**config.mk**
```make
export PLATFORM = sky130hd
export DESIGN_NAME = frame_mode_sequencer
export DESIGN_NICKNAME = d
export VERILOG_FILES = /design/src/rtl/image_send_pkg.sv /design/src/rtl/frame_tracker.sv /design/src/rtl/frame_mode_sequencer.sv
export SDC_FILE = /design/constraint.sdc
export NUM_CORES = 1
export LEC_CHECK = 0
export CORE_MARGIN = 2
export CORE_UTILIZATION = 31
export CTS_CLUSTER_DIAMETER = 40
export DETAILED_ROUTE_END_ITERATION = 8
export SYNTH_ARGS = -nofsm -noshare
export SYNTH_HDL_FRONTEND = slang
export SYNTH_HIERARCHICAL = 1
export SYNTH_SLANG_ARGS = --single-unit
```
**constraint.sdc**
```tcl
create_clock -name clk -period 2.1 [get_ports clk]
set_input_delay 0.525 -clock clk [delete_from_list [all_inputs] [get_ports clk]]
set_output_delay 0.525 -clock clk [all_outputs]
set_load 0.005 [all_outputs]
```
**src/rtl/image_send_pkg.sv**
```systemverilog
// Shared types for the frame mode sequencer: pixel mux modes, FSM states, counter width.
package image_send_pkg;

  localparam int unsigned FRAME_CNT_W = 8;

  typedef enum logic [1:0] {
    BLACK = 2'd0,
    RAW   = 2'd1,
    BLUR  = 2'd2
  } mode_t;

  typedef enum logic [2:0] {
    ST_IDLE  = 3'd0,
    ST_RAW   = 3'd1,
    ST_BLUR  = 3'd2,
    ST_DONE  = 3'd3,
    ST_REARM = 3'd4
  } seq_state_t;

  // Pixel mux select implied by a sequencer state.
  function automatic mode_t mode_of(input seq_state_t st);
    mode_t m;
    m = BLACK;
    unique case (st)
      ST_RAW:  m = RAW;
      ST_BLUR: m = BLUR;
      default: m = BLACK;
    endcase
    return m;
  endfunction

endpackage

```
**src/rtl/frame_tracker.sv**
```systemverilog
// Tracks frame boundaries on the pixel stream and flags sop/eop protocol violations.
module frame_tracker (
  input  logic clk,
  input  logic rst_n,
  input  logic sop,
  input  logic eop,
  input  logic valid,
  input  logic ready,
  output logic in_frame,
  output logic frame_end,
  output logic proto_err
);

  logic w_acc;
  logic w_in_frame_nxt;
  logic w_err;
  logic r_in_frame;
  logic r_proto_err;

  assign w_acc     = valid & ready;
  // Frame end is combinational so the FSM can switch mode on the eop edge itself.
  assign frame_end = w_acc & eop;

  always_comb begin
    w_in_frame_nxt = r_in_frame;
    if (w_acc) begin
      if (sop && eop)  w_in_frame_nxt = 1'b0;
      else if (sop)    w_in_frame_nxt = 1'b1;
      else if (eop)    w_in_frame_nxt = 1'b0;
    end
  end

  // A single-beat sop+eop frame is legal; only a stray eop outside a frame is an error.
  assign w_err = w_acc & ((sop & r_in_frame) | (eop & ~sop & ~r_in_frame));

  always_ff @(posedge clk or negedge rst_n) begin
    if (!rst_n) begin
      r_in_frame  <= 1'b0;
      r_proto_err <= 1'b0;
    end else begin
      r_in_frame  <= w_in_frame_nxt;
      r_proto_err <= r_proto_err | w_err;
    end
  end

  assign in_frame  = r_in_frame;
  assign proto_err = r_proto_err;

endmodule

```
**src/rtl/frame_mode_sequencer.sv**
```systemverilog
// Sequences RAW then BLUR frames per table visit, switching the pixel mux only on frame boundaries.
module frame_mode_sequencer
  import image_send_pkg::*;
#(
  parameter int unsigned RAW_FRAMES  = 1,
  parameter int unsigned BLUR_FRAMES = 1
) (
  input  logic                   clk,
  input  logic                   rst_n,
  input  logic                   sop,
  input  logic                   eop,
  input  logic                   valid,
  input  logic                   ready,
  input  logic                   at_table,
  input  logic                   abort,
  output logic [1:0]             mode,
  output logic                   blur_en,
  output logic [FRAME_CNT_W-1:0] frame_cnt,
  output logic                   busy,
  output logic                   done,
  output logic                   proto_err
);

  localparam logic [FRAME_CNT_W-1:0] RAW_LIM  = FRAME_CNT_W'(RAW_FRAMES);
  localparam logic [FRAME_CNT_W-1:0] BLUR_LIM = FRAME_CNT_W'(BLUR_FRAMES);

  logic                   w_acc;
  logic                   w_in_frame;
  logic                   w_frame_end;
  logic [FRAME_CNT_W-1:0] w_cnt_inc;
  logic [FRAME_CNT_W-1:0] w_limit;
  seq_state_t             w_state_nxt;
  logic [FRAME_CNT_W-1:0] w_cnt_nxt;

  seq_state_t             r_state;
  logic [FRAME_CNT_W-1:0] r_cnt;
  mode_t                  r_mode;
  logic                   r_blur_en;
  logic                   r_busy;
  logic                   r_done;

  frame_tracker u_tracker (
    .clk       (clk),
    .rst_n     (rst_n),
    .sop       (sop),
    .eop       (eop),
    .valid     (valid),
    .ready     (ready),
    .in_frame  (w_in_frame),
    .frame_end (w_frame_end),
    .proto_err (proto_err)
  );

  assign w_acc     = valid & ready;
  assign w_cnt_inc = r_cnt + FRAME_CNT_W'(1);
  assign w_limit   = (r_state == ST_BLUR) ? BLUR_LIM : RAW_LIM;

  // Next state and counter; abort only takes effect between frames.
  always_comb begin
    w_state_nxt = r_state;
    w_cnt_nxt   = r_cnt;
    unique case (r_state)
      ST_IDLE: begin
        if (at_table && !w_in_frame && !w_acc && !abort) w_state_nxt = ST_RAW;
      end
      ST_RAW, ST_BLUR: begin
        if (abort && !w_in_frame) begin
          w_state_nxt = ST_REARM;
          w_cnt_nxt   = '0;
        end else if (w_frame_end) begin
          if (abort) begin
            w_state_nxt = ST_REARM;
            w_cnt_nxt   = '0;
          end else if (w_cnt_inc == w_limit) begin
            w_state_nxt = (r_state == ST_RAW) ? ST_BLUR : ST_DONE;
            w_cnt_nxt   = '0;
          end else begin
            w_cnt_nxt   = w_cnt_inc;
          end
        end
      end
      ST_DONE:  w_state_nxt = ST_REARM;
      ST_REARM: begin
        if (!at_table) w_state_nxt = ST_IDLE;
      end
      default: begin
        w_state_nxt = ST_IDLE;
        w_cnt_nxt   = '0;
      end
    endcase
  end

  // Outputs are decoded from the next state so they line up with the state register.
  always_ff @(posedge clk or negedge rst_n) begin
    if (!rst_n) begin
      r_state   <= ST_IDLE;
      r_cnt     <= '0;
      r_mode    <= BLACK;
      r_blur_en <= 1'b0;
      r_busy    <= 1'b0;
      r_done    <= 1'b0;
    end else begin
      r_state   <= w_state_nxt;
      r_cnt     <= w_cnt_nxt;
      r_mode    <= mode_of(w_state_nxt);
      r_blur_en <= (w_state_nxt == ST_BLUR);
      r_busy    <= (w_state_nxt == ST_RAW) || (w_state_nxt == ST_BLUR) || (w_state_nxt == ST_DONE);
      r_done    <= (w_state_nxt == ST_DONE);
    end
  end

  assign mode      = r_mode;
  assign blur_en   = r_blur_en;
  assign frame_cnt = r_cnt;
  assign busy      = r_busy;
  assign done      = r_done;

endmodule

```
==> results.md, run 1 <==
* Outcome: finished clean
* Post-placement worst setup slack at -243.8 ps
* Total Routed Length at approximately 2400 microns
* R2R Path End: frame_cnt[6]$_DFFE_PN0P_
* Slew of the pin with the lowest slew margin at 434.7 ps
* NumNets Final at 157
* Worst hold-check path type: in2async
* # DRC at 0
* Setup Total Neg Slack at 0 ps
* Mean routed wirelength per cell at 12.34 microns
* Core Area at 0.003390 sq mm
* Required time worst endpoint at 2310 ps
* Synth Warn # at 6
* Post-synth EDFFs at 0
* Fillcell total at 325
* Avg Cell Area, Syn at 9.373 sq um
* Reg2reg setup slack at 350 ps
* First-pass GRT wire length at 4105 microns
* I/O pin cnt at 22
* Final non-filler cell total at between 150 and 200
* Row cnt at 21
* Top cells by count, synth: dfrtp_1 (17), nand2_1 (13), o21ai_1 (10), nor2_1 (9)
* Root Driver: clkbuf_4
* Worst slew margin at 71.02%
* Launching point of the worst reg2reg path: r_state[0]$_DFF_PN0_
* Crit path max fanout at 6
* Layout cells sized above 1 at 18.49%
* Count of cell types in the netlist at 46
* Dominant cell type by area after synthesis: dfrtp_1
* Max cap viols at 0
* Max IR drop VDD at 0.0002603 V
* Syn_nets at 128
* Hold Violations, Final at 0
* Final worst-path cycle share at 96.66%
* Total number of vias at between 900 and 1k
* Port buffer count at 21
* Setup ws final at 70.04 ps
* Post-synth top flop: dfrtp_1
* Crit path largest cell delay at roughly 490 ps
* Met1 Use GR at 16.07%
* Multi-input gate area at 618.1 sq um
* Critical path class: in2reg
* Die Footprint at 0.004062 sq mm
* GRT overflow at 0
* Post-Syn Instances at 118
* RSZ-0062 raised after global routing: false
* Area growth from synthesis to layout at 29.52%
* Global-route met2 utilization at about 22%
* Top cell type's share of synthesized area at between 30% and 40%
* Reg area at 425.4 sq um
* Number of antenna violations at the first check in global routing at 0
* Count of final setup violators at 0
* Skew-Pair Late Insertion Delay at slightly below 300 ps
* Clock slew at reported path FFs at 110 ps
* Post-Syn Area at roughly 0.0011 sq mm
* Min cycle time layout at 2030 ps
* Fmax at roughly 0.5 GHz
* Worst-path cell chain: clkdlybuf4s50_1, and3_2, nand2_1, or4_4, and2_1, o31ai_1
* CTS tree: yes
* Most frequent cell after synthesis: dfrtp_1
* Seq cells post-synth at 17
* Ant diodes at 0
* TritonRoute pass-1 iters at 4
* Total Routing Usage GR at 12.54%
* Synth area leaders: dfrtp_1 (38%), o21ai_1 (4.5%), nand2_1 (4.4%)
* GPL Wtd Cong at 0.7538
* CTS HTree Levels at 1
* DRT iter0 DRCs at 53
* CTS Buffer Depth at 2
* Fin util at roughly 42%
* Largest net degree at the start of global routing at 18
* Via/cell ratio at a little over 5
* CP bufs+invs at 1
* CP max stage cell: clkdlybuf4s50_1
* Placed insts at approximately 190
* Worst EP arrival at 2240 ps
* Post-synthesis sequential area ratio at 38.46%
* Clock skew at 11.44 ps
* Worst Setup End Kind: flop
* Antenna Nets Post-Route at 0
* Chip width at 63.73 microns
* Final Slew Violations at 0
* PwrDens at 519.5 mW/mm^2
* FF-to-FF path depth at 4
* Clk sinks at 17
* M3 GR Usage at 1.761%
* Chip Height at 63.73 microns
* TritonCTS Buffers at 3
* CP startpoint kind: input pin
* Gr busiest metal: met2
* DP HPWL at 1836 microns
* Delay-heaviest family, CP: simple AND/OR/NAND/NOR gates
* Static leakage at 0.6298 nW
* Async S/R FF share, synth at 100.0%
* Vias in the first global route at 915
* Initial Utilization at 32.63%
[report_power, final]
part           switching (mW)  leakage, nW  internal (mW)
clock network           0.108       0.0177         0.0707
registers              0.0465        0.228          0.354
logic                  0.0749        0.384         0.0900
total                   0.229        0.630          0.515
[repair_timing]
item | CTS | global route
gates resized for setup | 0 | 1
endpoints found under the setup margin | 0 | 1
hold buffers | 0 | 0
setup buffers | 0 | 0
[cell families after synthesis]
group | after synthesis | share of synthesized area, %
flip-flops | 17 | 38.46
buffers and inverters | 12 | 6.222
AO/OA/AOI/OAI | 34 | 25.34
AND/OR/NAND/NOR | 48 | 23.65
adder cells (fa/ha/maj) | 3 | 3.167
XOR/XNOR | 4 | 3.168
[how the worst max path moves through the flow]
| stage | from | to | cells past startpoint |
|---|---|---|---|
| floorplan | frame_cnt[0]$_DFFE_PN0P_ | busy$_DFF_PN0_ | 6 |
| global placement | valid | frame_cnt[3]$_DFFE_PN0P_ | 6 |
| detailed placement | valid | frame_cnt[6]$_DFFE_PN0P_ | 6 |
| CTS | valid | frame_cnt[6]$_DFFE_PN0P_ | 6 |
| global route | valid | frame_cnt[7]$_DFFE_PN0P_ | 6 |
| finish | valid | frame_cnt[6]$_DFFE_PN0P_ | 6 |
[per-layer routing]
metal	up-vias	wire, microns
met5	-	0
met3	2	97
met4	0	10
li1	492	-
met1	460	1077
met2	23	1184
[cells in the final DEF, fill, tap and decap left out, drive strengths merged, types with 3 or more instances in the layout]
master,Yosys,routed
nand3,5,5
and2,4,4
o21ai,12,12
inv,5,5
o31ai,4,4
and3,4,4
a21oi,3,3
nand2,13,13
nor2,9,9
dfrtp,17,17
buf,7,10
clkdlybuf4s50,0,21
clkbuf,0,3
[cell type report]
cell class | instances | share of cell area, %
repair buffers | 31 | 19.91
inverters | 5 | 1.310
well taps | 46 | 4.017
multi-input cells | 89 | 43.14
clock inverters | 1 | 0.3493
flip-flops and latches | 17 | 29.69
clock buffers | 3 | 1.572
[stage by stage]
stage          hold slack [ps]  instance area (sq um)  power, mW
4_1_cts                  550.7                   1426     0.7456
6_report                 551.6                   1433     0.7443
3_3_place_gp             517.3                   1399     0.5683
5_1_grt                  563.5                   1433     0.7971
2_1_floorplan            229.4                   1106     0.5032
3_5_place_dp             535.7                   1399     0.5712
[flip-flops by register name, indices dropped and copies added, names as in the netlist]
name,count
blur_en,1
done,1
r_state,3
u_tracker/proto_err,1
frame_cnt,8
busy,1
u_tracker/in_frame,1
mode,1
Power figures use the tool's default switching activity.
==> run 2, diff against run 1 <==
Settings changed: PLACE_DENSITY_LB_ADDON from default to 0.3.
==> run 2 against run 1 <==
  * Sequential cell count did not move
  * Hold slack got worse by 14 ps
  * Sequential power up 1%
  * Utilization is 0.26 points higher
  * Setup slack gained 65 ps
  * Non-clock buffer count up 1
  * Wire length rose by 4.2%
  * First-iteration DRC count fell by 38%
  * Register-to-register slack worse by 50 ps
  * Critical path type unchanged
  * Clock power rose by 2%
  * Power increased by 2.2%
==> results.md, run 2 (synthesis gave the netlist of run 1 again) <==
* CP startpoint kind: input pin
* Mean routed wirelength per cell at ~13 microns
* Count of final setup violators at 0
* Delay-heaviest family, CP: simple AND/OR/NAND/NOR gates
* Placed insts at 189
* Worst-path cell chain: clkdlybuf4s50_1, and3_2, nand2_1, or4_4, and2_2, o31ai_2
* Setup Total Neg Slack at 0 ps
* Number of antenna violations at the first check in global routing at 0
* Die Footprint at roughly 0.0041 sq mm
* Hold path start: frame_cnt[6]$_DFFE_PN0P_
* Final non-filler cell total at 193
* Static leakage at 0.6254 nW
* CTS Buffer Depth at 2
* NumNets Final at 158
* Fin area at between 0.001 and 0.0015 sq mm
* Total Routed Length at 2470 microns
* Hold Violations, Final at 0
* # DRC at 0
* I/O pin cnt at 22
* Hold EP: frame_cnt[6]$_DFFE_PN0P_
* Fmax at 0.5090 GHz
* Total Routing Usage GR at 13.42%
* R2R Path End: busy$_DFF_PN0_
* Final hold slack at between 500 and 600 ps
* Crit path max fanout at 6
* Layout cells sized above 1 at 18.37%
* CTS HTree Levels at 1
* P_int at 523.6 uW
* Flop pwr share at roughly 53%
* Required time worst endpoint at 2310 ps
* Clock skew at 0.8178 ps
* First-pass GRT wire length at 4374 microns
* Worst EP arrival at between 2000 and 2500 ps
* Total number of vias at 973
* Launching point of the worst reg2reg path: frame_cnt[0]$_DFFE_PN0P_
* Initial Utilization at 32.63%
* Antenna Nets Post-Route at 0
* Placed inst area at roughly 0.0014 sq mm
* Skew-Pair Late Insertion Delay at 300 ps
* Min cycle time layout at ~2000 ps
* Row cnt at 21
* GRT overflow at 0
* Worst Setup End Kind: flop
* Core Area at ~0.0034 sq mm
* Clock power share at 23.9%
* Max FFs per register at 8
* Commonest non-fill, non-tap cell in the layout: clkdlybuf4s50_1
* Max IR drop VDD at 0.0003142 V
* Slew of the pin with the lowest slew margin at 437.6 ps
* Tot Pwr at 760.7 uW
* Clock slew at reported path FFs at 100 ps
* Power share of the combinational group at a little under a quarter
* Sw Share at 31.17%
* Post-CTS Hold Fix Bufs at 0
* Chip Height at between 60 and 70 microns
* Critical path class: in2reg
* CTS tree: yes
* GPL Wtd Cong at 0.7901
* Outcome: finished clean
* RSZ-0062 raised after global routing: false
* TritonRoute pass-1 iters at 4
* Chip width at 63.73 microns
* DRT iter0 DRCs at 33
* Final Slew Violations at 0
* FF-to-FF path depth at 6
* CP max stage cell: clkdlybuf4s50_1
* DP HPWL at ~1800 microns
* Depth of the worst hold-timing path at 1
* Via/cell ratio at about 5.0
* Fillcell total at approximately 340
* Port buffer count at 21
* CP bufs+invs at 1
* Worst hold-check path type: reg2reg
* Final worst-path cycle share at between 90% and 100%
* Root Driver: clkbuf_4
* Reg2reg setup slack at 300 ps
* PwrDens at around 530 mW/mm^2
* Vias in the first global route at 980
* Largest net degree at the start of global routing at 18
* TritonCTS Buffers at 3
* Clk sinks at 17
* Setup ws final at 135.2 ps
* Fin util at 42.52%
* Ant diodes at 0
* Worst slew margin at a little over two thirds
* Area growth from synthesis to layout at 30.32%
* Max cap viols at 0
* Most frequent cells in the layout: clkdlybuf4s50_1 (21), dfrtp_1 (17), nand2_1 (13)
* Sw power at 237.1 uW
* Crit path largest cell delay at 480 ps
* Post-placement worst setup slack at -236.8 ps
[run 2: final cells by class]
class / instances / area (sq um) / share of cell area [%]
Multi-Input combinational cell: 89 / 620.6 / 43.06
Clock buffer: 4 / 26.28 / 1.823
Sequential cell: 17 / 425.4 / 29.51
Tap cell: 46 / 57.56 / 3.993
Timing Repair Buffer: 32 / 292.8 / 20.31
Inverter: 5 / 18.77 / 1.302
[run 2: repair_timing]
action                     in CTS  in global routing
gates resized for setup         0                  2
setup endpoints to repair       0                  2
buffers inserted                0                  0
[run 2: how the worst max path moves through the flow]
| stage | depth (start not counted) | slack (ps) | from | end |
|---|---|---|---|---|
| floorplan | 6 | 320 | frame_cnt[0]$_DFFE_PN0P_ | busy$_DFF_PN0_ |
| global placement | 7 | -180 | valid | blur_en$_DFF_PN0_ |
| detailed placement | 8 | -240 | valid | frame_cnt[4]$_DFFE_PN0P_ |
| CTS | 8 | 100 | valid | frame_cnt[4]$_DFFE_PN0P_ |
| global route | 8 | 10 | eop | frame_cnt[4]$_DFFE_PN0P_ |
| finish | 6 | 140 | eop | frame_cnt[7]$_DFFE_PN0P_ |
[run 2: per-layer routing]
metal  wire, microns  share of wire (%)  track usage, %
met1            1195                 48           17.22
met2            1153                 47           23.16
met3              77                3.1           2.113
met4              44                1.8           4.076
met5               0                  0               0
[run 2: power groups by stage]
stage / Sequential, mW / Clock (mW) / Combinational, mW
after floorplan: 0.376 / 0 / 0.127
after global placement: 0.405 / 0 / 0.167
after detailed placement: 0.405 / 0 / 0.169
after CTS: 0.398 / 0.189 / 0.171
after global routing: 0.412 / 0.195 / 0.193
final: 0.405 / 0.182 / 0.174
